## config.mk

```make
export PLATFORM = sky130hd
export DESIGN_NAME = seg7_scan_ctrl
export DESIGN_NICKNAME = d
export VERILOG_FILES = /design/src/rtl/seg7_scan_ctrl.sv
export SDC_FILE = /design/constraint.sdc
export NUM_CORES = 1
export LEC_CHECK = 0
export ABC_AREA = 1
export CORE_ASPECT_RATIO = 1.5
export CORE_MARGIN = 2
export CORE_UTILIZATION = 60
export CTS_BUF_LIST = sky130_fd_sc_hd__clkbuf_4
export DETAILED_ROUTE_END_ITERATION = 16
export HOLD_SLACK_MARGIN = 0.02
export PLACE_DENSITY = 0.85
export SETUP_SLACK_MARGIN = 0.4
export SLEW_MARGIN = 20
export SYNTH_ARGS = -nofsm -noshare
export SYNTH_HDL_FRONTEND = slang
export SYNTH_SLANG_ARGS = --single-unit
export TNS_END_PERCENT = 100
```

## constraint.sdc

```tcl
create_clock -name clk -period 6.5 [get_ports clk]
set_input_delay 1.3 -clock clk [delete_from_list [all_inputs] [get_ports clk]]
set_output_delay 1.3 -clock clk [all_outputs]
set_load 0.01 [all_outputs]
```

## src/rtl/seg7_scan_ctrl.sv

```systemverilog
// Purpose: scan controller for a 4-digit common-anode 7-segment display, with blanking and frame-synchronous double buffering.
// Latency: outputs are a Moore decode of registered state; digit_en takes effect 1 cycle after it changes; a load commits at the next frame boundary.
// Backpressure: none; load is a fire-and-forget request, acknowledged once by load_ack when the staged value commits.
//
// Ports:
//   clk, rst_n       clock and synchronous active-low reset
//   value_in[15:0]   four hex digits, digit i = value_in[4i+3:4i]
//   dp_in[3:0]       decimal points, active-high
//   load             request to stage value_in/dp_in for the next frame
//   digit_en[3:0]    per-digit anode enable (registered)
//   sel[1:0]         current digit index for the external 4:1 mux
//   an[3:0]          anodes, active-low
//   seg[6:0]         segments {g,f,e,d,c,b,a}, active-low
//   dp               decimal point, active-low
//   load_ack         one-cycle pulse when staged data commits
//   frame_tick       one-cycle pulse at the start of each frame
module seg7_scan_ctrl #(
   parameter int DIV   = 50000,
   parameter int BLANK = 500,
   parameter int CNT_W = 17
) (
   input  logic        clk,
   input  logic        rst_n,
   input  logic [15:0] value_in,
   input  logic [3:0]  dp_in,
   input  logic        load,
   input  logic [3:0]  digit_en,
   output logic [1:0]  sel,
   output logic [3:0]  an,
   output logic [6:0]  seg,
   output logic        dp,
   output logic        load_ack,
   output logic        frame_tick
);

   // One-hot style encoding so that the two unused codes are detectable
   // and steer the machine back to a known state.
   localparam logic [1:0] ST_BLANK = 2'b01;
   localparam logic [1:0] ST_SHOW  = 2'b10;

   // With no blanking gap the BLANK state is never used, so reset lands
   // directly in SHOW of digit 0.
   localparam logic [1:0] ST_INIT = (BLANK == 0) ? ST_SHOW : ST_BLANK;

   localparam logic [CNT_W-1:0] DIV_LAST   = CNT_W'(DIV - 1);
   localparam logic [CNT_W-1:0] BLANK_LAST = (BLANK > 0) ? CNT_W'(BLANK - 1) : '0;

   logic [1:0]       state;
   logic [1:0]       state_nxt;
   logic [CNT_W-1:0] cnt;
   logic [CNT_W-1:0] cnt_nxt;
   logic [1:0]       sel_r;
   logic [1:0]       sel_nxt;
   logic             slot_end;
   logic             frame_start;

   logic [15:0]      staging_val;
   logic [3:0]       staging_dp;
   logic             pending;
   logic [15:0]      shadow_val;
   logic [3:0]       shadow_dp;
   logic [3:0]       digit_en_r;
   logic             load_ack_r;
   logic             frame_tick_r;

   logic [3:0]       nibble;

   // Active-low {g,f,e,d,c,b,a} patterns for 0..F.
   function automatic logic [6:0] hex_decode(input logic [3:0] h);
      logic [6:0] s;
      case (h)
         4'h0: s = 7'h40;
         4'h1: s = 7'h79;
         4'h2: s = 7'h24;
         4'h3: s = 7'h30;
         4'h4: s = 7'h19;
         4'h5: s = 7'h12;
         4'h6: s = 7'h02;
         4'h7: s = 7'h78;
         4'h8: s = 7'h00;
         4'h9: s = 7'h10;
         4'hA: s = 7'h08;
         4'hB: s = 7'h03;
         4'hC: s = 7'h46;
         4'hD: s = 7'h21;
         4'hE: s = 7'h06;
         default: s = 7'h0E;
      endcase
      return s;
   endfunction

   // Next-state logic. Comparisons use >= so a counter that somehow holds
   // a value past the slot end still terminates the slot immediately.
   always_comb begin
      state_nxt = state;
      cnt_nxt   = cnt + CNT_W'(1);
      sel_nxt   = sel_r;
      slot_end  = 1'b0;
      case (state)
         ST_BLANK: begin
            if (cnt >= BLANK_LAST) begin
               slot_end  = 1'b1;
               state_nxt = ST_SHOW;
               cnt_nxt   = '0;
            end
         end
         ST_SHOW: begin
            if (cnt >= DIV_LAST) begin
               slot_end  = 1'b1;
               state_nxt = (BLANK == 0) ? ST_SHOW : ST_BLANK;
               cnt_nxt   = '0;
               sel_nxt   = sel_r + 2'd1;
            end
         end
         default: begin
            state_nxt = ST_BLANK;
            cnt_nxt   = '0;
            sel_nxt   = 2'd0;
         end
      endcase
   end

   // A frame starts on any slot transition that lands in SHOW of digit 0;
   // this covers both BLANK->SHOW and the SHOW->SHOW wrap of a gapless build.
   assign frame_start = slot_end && (state_nxt == ST_SHOW) && (sel_nxt == 2'd0);

   always_ff @(posedge clk) begin
      if (!rst_n) begin
         state        <= ST_INIT;
         cnt          <= '0;
         sel_r        <= 2'd0;
         staging_val  <= '0;
         staging_dp   <= '0;
         pending      <= 1'b0;
         shadow_val   <= '0;
         shadow_dp    <= '0;
         digit_en_r   <= '0;
         load_ack_r   <= 1'b0;
         frame_tick_r <= 1'b0;
      end else begin
         state        <= state_nxt;
         cnt          <= cnt_nxt;
         sel_r        <= sel_nxt;
         digit_en_r   <= digit_en;
         frame_tick_r <= frame_start;
         load_ack_r   <= frame_start && (load || pending);

         if (load) begin
            staging_val <= value_in;
            staging_dp  <= dp_in;
         end

         if (frame_start) begin
            // A load coinciding with the boundary bypasses staging so the
            // newest value is shown this frame and nothing is left pending.
            if (load) begin
               shadow_val <= value_in;
               shadow_dp  <= dp_in;
            end else if (pending) begin
               shadow_val <= staging_val;
               shadow_dp  <= staging_dp;
            end
            pending <= 1'b0;
         end else if (load) begin
            pending <= 1'b1;
         end
      end
   end

   assign nibble = shadow_val[{sel_r, 2'b00} +: 4];

   // Segment and dp lines are driven for disabled digits too; only the
   // anode is gated, so the mux path behaves identically either way.
   always_comb begin
      an  = 4'hF;
      seg = 7'h7F;
      dp  = 1'b1;
      if (state == ST_SHOW) begin
         if (digit_en_r[sel_r]) begin
            an = ~(4'b0001 << sel_r);
         end
         seg = hex_decode(nibble);
         dp  = ~shadow_dp[sel_r];
      end
   end

   assign sel        = sel_r;
   assign load_ack   = load_ack_r;
   assign frame_tick = frame_tick_r;

endmodule

```

==> metrics.log, run 1 <==
INFO  metric vdd_drop_max = roughly 0.2 mV
INFO  metric remaining_drc_errors = 0
INFO  metric io_pins = 43
INFO  metric layout-drive-gt1-share = 0.08587
INFO  metric biggest_area_consumer_among_synthesized_cells = dfxtp_1
INFO  metric worst_ep_required_time = around 5.2 ns
INFO  metric clkLatencyLatePin = 0.42 ns
INFO  metric arrival = roughly 3.3 ns
INFO  metric grt_overflow = 0
INFO  metric critical_path.cell_chain = clkinv_1 -> nand2_1 -> a32oi_1 -> inv_1 -> ha_1 -> inv_1 -> nor3_1 -> a31oi_1 -> nand3_1 -> clkdlybuf4s50_1
INFO  metric area_delta_synth_final = 15.51%
INFO  metric route.detailed.wl_per_inst = 12.24 um
INFO  metric reg2reg_slack = approximately 3.6 ns
INFO  metric mappedNetlistNets = 560
INFO  metric antenna_found_initial = 0
INFO  metric hold_depth = 1
INFO  metric drt_first_iter_violations = approximately 190
INFO  metric setup-violations-final = 0
INFO  metric synth_enable_flop_cells = 0
INFO  metric post_cts.resized_instances = 0
INFO  metric post_drt_antenna_nets = 0
INFO  metric worstSetupStartpointType = flip-flop
INFO  metric firstDrtPassIters = 4
INFO  metric fmax = 217.6 MHz
INFO  metric ys_types = 34
INFO  metric post_layout_nonfiller_instances = 631
INFO  metric netlist_top_cells_area = dfxtp_1 38%, nand2_1 11%, nor2_1 9.5%
INFO  metric numPlacedInstances = around 620
INFO  metric critPathKind = flip-flop to output port
INFO  metric pin_count_of_the_biggest_net_entering_global_routing = 30
INFO  metric synth_seq_cells = 68
INFO  metric cellPowerDensity = ~300 nW/um^2
INFO  metric cp_max_fo = 22
INFO  metric maxSlewHeadroom = 0.5096
INFO  metric cts_inserted_buffers = 9
INFO  metric initial_utilization = 0.6233
INFO  metric final-hold-violation-count = 0
INFO  metric fin_crit_sh = 0.7072
INFO  metric worst_setup_path_startpoint = sel[0]$_SDFF_PN0_
INFO  metric ys_seq_area_frac = 0.3775
INFO  metric clock_skew = 0.01361 ns
INFO  metric yosys_most_used_dff = dfxtp_1
INFO  metric rsz0062_at_grt = no
INFO  metric total_power = ~0.0012 W
INFO  metric avgViaCountPerCell = 5.124
INFO  metric finalWeightedCongestion = 0.9487
INFO  metric cap_violations = 0
INFO  metric yosys_warnings = 0
INFO  metric endpoint = seg[0]
INFO  metric floorplan.die_area = between 6000 and 7000 sq um
INFO  metric tritoncts_num_sinks = 68
INFO  metric report.final.slew_viol_count = 0
INFO  metric grt_pass1_wl = ~13 mm
INFO  metric avgSynthCellArea = between 6 and 7 sq um
INFO  metric cts_tree = yes
INFO  metric routed_wirelength = 7.725 mm
INFO  metric leakagePower = 1.897 nW
INFO  metric portBuffers = between 40 and 50
INFO  metric cts.repair_timing.setup_buffer_count = 0
INFO  metric r2r_end = shadow_val[1]$_SDFFE_PN0P_
INFO  metric route.vias.total = about 3200
INFO  metric critPathCaptureType = output port
INFO  metric die_height = between 90 and 100 um
INFO  metric std_cell_rows = 34
INFO  metric num_antenna_cells = 0
INFO  metric outcome = finished clean
INFO  metric cp_slowest_stage_delay = 0.75 ns
INFO  metric tightest_slew = 0.7349 ns
INFO  metric mappedNetlistArea = approximately 3600 sq um
INFO  metric grt_usage = 0.2520
INFO  metric root_buffer_cell = clkbuf_4
INFO  metric crit_slowest_cell = dfxtp_1
INFO  metric core_region_area = approximately 5800 sq um
INFO  metric timing.hold.worst.start = cnt[0]$_SDFF_PN0_
INFO  metric cts.reportedPaths.clkPinSlew = around 0.11 ns
INFO  metric nets = just under 600
INFO  metric max-clock-path-buffers = 2
INFO  metric fp.dieW = a little under 70 um
INFO  metric worst_hold_path_type = flip-flop to flip-flop
INFO  metric dp_hpwl = 5.676 mm
INFO  metric synth-async-reset-ratio = 0
INFO  metric critical_path.reg2reg.startpoint = sel[0]$_SDFF_PN0_
INFO  metric timing.critical_path.mode_cell = inv_1
INFO  metric rr_worst_depth = 9
INFO  metric post-synth-top-area-fraction = 0.3775
INFO  metric syn-instance-count = 520
INFO  metric cts_hold_buf = 0
INFO  metric via_count_of_the_first_global_routing_pass = a little over 3000
INFO  metric period_minus_slack = 4.597 ns
INFO  metric totalNegativeSetupSlack = 0 ns
INFO  metric htreeDepth = 3
==> placed cells by master (no fill, tap or decap) <==
cell / instances
nand2_1: 101
nor2_1: 91
inv_1: 81
dfxtp_1: 68
clkdlybuf4s50_1: 42
nand3_1: 20
nand4_1: 20
mux2i_1: 17
o21ai_0: 16
a21oi_1: 15
ha_1: 13
nor2_2: 12
clkbuf_4: 10
nand2_2: 9
nor3_1: 6
inv_2: 6
xor2_1: 5
clkinv_1: 3
a32oi_1: 3
a31oi_1: 2
nand3_2: 2
nor3b_1: 2
bufinv_16: 2
buf_4: 2
o311ai_0: 1
o21ai_1: 1
or2_2: 1
nand4_4: 1
o21a_1: 1
o2111ai_1: 1
nor2_4: 1
and3_1: 1
clkinv_2: 1
clkinv_4: 1
conb_1: 1
==> Yosys cell counts, types with 6 or more instances <==
master and count:
clkbuf_1 6, nand3_1 20, nor2_2 12, nand4_1 20
dfxtp_1 68, inv_2 6, o21ai_0 16, mux2i_1 17
ha_1 13, nor3_1 6, nor2_1 91, nand2_2 9
inv_1 81, a21oi_1 15, nand2_1 101
==> report_power, final <==
part	total, W	internal [W]	switching, W
logic	0.000432	0.000156	0.000276
registers	0.000510	0.000479	0.0000316
clock network	0.000305	0.000157	0.000147
total	0.00125	0.000792	0.000455
==> critical path: cells and delay by family, from the launching register on <==
family	cells	cell delay, ns
buf+inv	4	1.23
fa+ha+maj	1	0.17
compound gates	2	0.21
flops	1	0.75
simple gates	3	0.50
==> sequential cells by signal, summed over array words and instances, names as in the netlist <==
| name | count |
|---|---|
| state | 2 |
| digit_en_r | 4 |
| pending | 1 |
| frame_tick | 1 |
| staging_dp | 4 |
| shadow_dp | 4 |
| sel | 2 |
| staging_val | 16 |
| cnt | 17 |
| shadow_val | 16 |
| load_ack | 1 |
==> how the worst min path moves through the flow <==
stage	to	slack, ns
floorplan	cnt[0]$_SDFF_PN0_	0.43
global placement	cnt[0]$_SDFF_PN0_	0.44
detailed placement	cnt[0]$_SDFF_PN0_	0.46
CTS	cnt[0]$_SDFF_PN0_	0.49
global route	cnt[0]$_SDFF_PN0_	0.51
finish	cnt[0]$_SDFF_PN0_	0.48
==> stage by stage <==
step | instance area (sq um) | util | hold WS [ns] | worst slack [ns]
5_1_grt | 4165 | 0.7199 | 0.5100 | 1.580
3_3_place_gp | 4013 | 0.6936 | 0.4421 | 2.545
4_1_cts | 4165 | 0.7199 | 0.4869 | 1.935
3_5_place_dp | 4013 | 0.6936 | 0.4629 | 2.405
2_1_floorplan | 3606 | - | 0.4297 | 3.114
6_report | 4165 | 0.7199 | 0.4798 | 1.903
==> per-layer routing <==
| metal | vias up | GRT usage | share of wire |
|---|---|---|---|
| li1 | 1682 | - | - |
| met1 | 1436 | 0.2560 | 0.40 |
| met2 | 90 | 0.4608 | 0.52 |
| met3 | 25 | 0.06393 | 0.044 |
| met4 | 0 | 0.1193 | 0.039 |
| met5 | - | 0 | 0 |
==> kinds of logic (layout without fill, tap and decap cells) <==
group / Yosys count / in the layout / synth area share
simple gates: 267 / 267 / 0.3293
buf+inv: 109 / 148 / 0.1256
flops: 68 / 68 / 0.3775
compound gates: 40 / 40 / 0.06211
mux: 17 / 17 / 0.04719
fa+ha+maj: 13 / 13 / 0.04511
xor+xnor: 5 / 5 / 0.01214
other cells: 1 / 1 / 0.001040
==> layout make-up <==
type | count | area, sq um
multi-input cells | 343 | 1792
fillers | 507 | 1620
flip-flops and latches | 68 | 1361
repair buffers | 44 | 435.4
inverters | 89 | 334.1
well taps | 72 | 90.09
clock inverters | 5 | 77.57
clock buffers | 10 | 75.07
No activity file was read; power rests on OpenSTA's default activity.
==> inputs of run 2 (changes only) <==
- CORE_UTILIZATION: 60 -> 58
- PLACE_DENSITY: 0.85 -> 0.82
- clock period: 6.5 -> 4.35 ns (I/O delays scaled with it)
==> run 2 against run 1 <==
Power increased by 42%. Combinational power up 49%. Worst hold slack worse by 0.0060 ns. Non-clock buffer count stayed put. Count of clock-buffer cells in the layout is 1 lower. Register-to-register slack got worse by 1.8 ns. Global-route usage fell by 1.2 points. Clock power grew 19%. Die area is 3.3% higher. First-iteration DRC count shrank 15%. Routed wire length shrank 2.1%. Critical path type unchanged. Critical endpoint unchanged.
==> metrics.log, run 2 (synthesized netlist as in run 1, its figures left out) <==
INFO  metric outcome = finished clean (unchanged)
INFO  metric std_cell_rows = 35 (was 34)
INFO  metric clock_skew = 0.01244 ns (was 0.01361 ns)
INFO  metric route.vias.total = 3183 (was 3233)
INFO  metric reg2reg_slack = 1.79 ns (was 3.62 ns)
INFO  metric multi_input_area = 1807 sq um (was 1792 sq um)
INFO  metric hold_depth = 1 (unchanged)
INFO  metric layout-drive-gt1-share = 0.1000 (was 0.08587)
INFO  metric critPathKind = flip-flop to output port (unchanged)
INFO  metric cts_inserted_buffers = 9 (unchanged)
INFO  metric drt_first_iter_violations = 158 (was 186)
INFO  metric worst_ep_required_time = 3.48 ns (was 5.20 ns)
INFO  metric routed_wirelength = 7.566 mm (was 7.725 mm)
INFO  metric avgViaCountPerCell = 5.021 (was 5.124)
INFO  metric route.detailed.wl_per_inst = 11.93 um (was 12.24 um)
INFO  metric power.clock.fraction = 0.206 (was 0.244)
INFO  metric initial_utilization = 0.5924 (was 0.6233)
INFO  metric antenna_found_initial = 0 (unchanged)
INFO  metric dp_hpwl = 5.610 mm (was 5.676 mm)
INFO  metric via_count_of_the_first_global_routing_pass = 3033 (was 3084)
INFO  metric layout_common_cells = 101 x nand2_1, 91 x nor2_1, 81 x inv_1, 66 x dfxtp_1, 42 x clkdlybuf4s50_1 (was 101 x nand2_1, 91 x nor2_1, 81 x inv_1, 68 x dfxtp_1, 42 x clkdlybuf4s50_1)
INFO  metric worstHoldEndpoint = cnt[0]$_SDFF_PN0_ (unchanged)
INFO  metric vdd_drop_max = 0.2781 mV (was 0.2038 mV)
INFO  metric rr_worst_depth = 14 (was 9)
INFO  metric timing.hold.worst.start = cnt[0]$_SDFF_PN0_ (unchanged)
INFO  metric nets = 595 (unchanged)
INFO  metric largestRegisters = cnt x17, shadow_val x16, staging_val x16 (unchanged)
INFO  metric period_minus_slack = between 3 and 4 ns
INFO  metric fmax = roughly 270 MHz
INFO  metric root_buffer_cell = clkbuf_4 (unchanged)
INFO  metric fin_hold_ws = 0.4738 ns (was 0.4798 ns)
INFO  metric fin_crit_sh = 0.8566
INFO  metric postLayoutCoreUtil = 0.6837 (was 0.7199)
INFO  metric leakagePower = 1.878 nW (was 1.897 nW)
INFO  metric fp.dieW = 68.38 um (was 67.30 um)
INFO  metric setup-violations-final = 0 (unchanged)
INFO  metric rsz0062_at_grt = no (unchanged)
INFO  metric worst_setup_path_startpoint = sel[1]$_SDFF_PN0_ (was sel[0]$_SDFF_PN0_)
INFO  metric io_pins = 43 (unchanged)
INFO  metric area_delta_synth_final = 15.41% (was 15.51%)
INFO  metric tightest_slew = 0.7043 ns (was 0.7349 ns)
INFO  metric report.final.slew_viol_count = 0 (unchanged)
INFO  metric largest_register_ff_count = 17 (unchanged)
INFO  metric arrival = 2.86 ns (was 3.30 ns)
INFO  metric power.switching_fraction = 0.3950 (was 0.3647)
INFO  metric grt_overflow = 0 (unchanged)
INFO  metric final-hold-violation-count = 0 (unchanged)
INFO  metric clkLatencyLatePin = 0.41 ns (was 0.42 ns)
INFO  metric cts_tree = yes (unchanged)
INFO  metric grt_usage = 0.2400 (was 0.2520)
INFO  metric core_region_area = 6087 sq um (was 5786 sq um)
INFO  metric portBuffers = 42 (unchanged)
INFO  metric cp_max_fo = 11 (was 22)
INFO  metric floorplan.die_area = 6877 sq um (was 6659 sq um)
INFO  metric cap_violations = 0 (unchanged)
INFO  metric critPathCaptureType = output port (unchanged)
INFO  metric finalWeightedCongestion = 0.8214 (was 0.9487)
INFO  metric power.share.sequential = 0.430 (was 0.409)
INFO  metric worstSetupStartpointType = flip-flop (unchanged)
INFO  metric cellPowerDensity = 425.3 nW/um^2 (was 299.3 nW/um^2)
INFO  metric intPower = 0.001071 W (was 0.0007919 W)
INFO  metric register_with_the_most_flip_flops = cnt (unchanged)
INFO  metric most_common_cell_after_layout_fill_and_taps_aside = nand2_1 (unchanged)
INFO  metric critical_path.reg2reg.startpoint = cnt[0]$_SDFF_PN0_ (was sel[0]$_SDFF_PN0_)
INFO  metric pwr-share-comb = 0.364 (was 0.346)
INFO  metric fillerInstances = 516 (was 507)
INFO  metric post_drt_antenna_nets = 0 (unchanged)
INFO  metric register_area = 1366 sq um (was 1361 sq um)
INFO  metric p_sw = 0.0006992 W (was 0.0004546 W)
INFO  metric r2r_end = shadow_val[15]$_SDFFE_PN0P_ (was shadow_val[1]$_SDFFE_PN0P_)
INFO  metric max-clock-path-buffers = 2 (unchanged)
INFO  metric remaining_drc_errors = 0 (unchanged)
INFO  metric die_height = 100.6 um (was 98.95 um)
INFO  metric grt_pass1_wl = 12.61 mm (was 12.78 mm)
INFO  metric tritoncts_num_sinks = 68 (unchanged)
INFO  metric worst_hold_path_type = flip-flop to flip-flop (unchanged)
INFO  metric htreeDepth = 3 (unchanged)
INFO  metric maxSlewHeadroom = 0.5299 (was 0.5096)
INFO  metric pin_count_of_the_biggest_net_entering_global_routing = 30 (unchanged)
INFO  metric totalNegativeSetupSlack = 0 ns (unchanged)
INFO  metric firstDrtPassIters = 4 (unchanged)
INFO  metric num_antenna_cells = 0 (unchanged)
INFO  metric cts.reportedPaths.clkPinSlew = 0.12 ns (was 0.11 ns)
-- run 2: cell count changes in the layout (fill, tap and decap cells not counted), sizes merged --
| cell | previous run | this run |
|---|---|---|
| clkbuf | 10 | 9 |
| bufinv | 2 | 0 |
| clkinv | 5 | 3 |
| clkinvlp | 0 | 4 |
| inv | 87 | 89 |
-- run 2: critical path, stage by stage (launching register included) --
cell and delay (ns):
dfxtp_2 0.45, clkinvlp_4 0.24, a21oi_1 0.25, a32oi_2 0.14, inv_1 0.16, ha_1 0.16
inv_1 0.06, nor3_1 0.28, a31oi_1 0.07, nand3_1 0.09, clkdlybuf4s50_1 0.54
-- run 2: power by group through the flow --
stage | logic, W | registers [W] | clock network, W
CTS | 0.000639 | 0.000762 | 0.000375
detailed placement | 0.000632 | 0.000776 | 0
finish | 0.000645 | 0.000761 | 0.000364
floorplan | 0.000513 | 0.000762 | 0
global placement | 0.000619 | 0.000775 | 0
global route | 0.000739 | 0.000770 | 0.000400
-- run 2: timing repair --
item,CTS,global route
cloned,0,0
resized for setup,1,6
hold buffers,0,0
setup buffers,0,0
setup endpoints to repair,7,7
-- run 2: layout make-up --
| type | instances | share of cell area |
|---|---|---|
| clock buffer | 9 | 0.01624 |
| clock inverter | 7 | 0.01233 |
| inverter | 89 | 0.08208 |
| multi-input combinational | 343 | 0.4342 |
| sequential | 68 | 0.3283 |
| tap | 74 | 0.02225 |
| timing repair buffer | 44 | 0.1046 |
-- run 2: how the worst max path moves through the flow --
stage / depth (start not counted) / endpoint
4_1_cts: 7 / seg[0]
2_1_floorplan: 7 / seg[2]
6_report: 10 / seg[0]
3_5_place_dp: 8 / seg[2]
3_3_place_gp: 10 / seg[0]
5_1_grt: 10 / seg[0]
-- run 2: routing by layer --
metal / GRT usage / vias up / wire, um
met2: 0.4349 / 59 / 4152
met4: 0.1015 / 0 / 114
met5: 0 / - / 0
met3: 0.05475 / 9 / 240
li1: - / 1683 / -
met1: 0.2550 / 1432 / 3059
-- run 2: metrics by stage --
stage               total power (W)  setup slack (ns)  cells  cell area (sq um)
floorplan                  0.001275             1.394    520               3606
global placement           0.001394            0.8250    618               4015
detailed placement         0.001408            0.6505    618               4015
CTS                        0.001775            0.3857    634               4135
global route               0.001910            0.4186    634               4161
finish                     0.001770            0.6236    634               4161
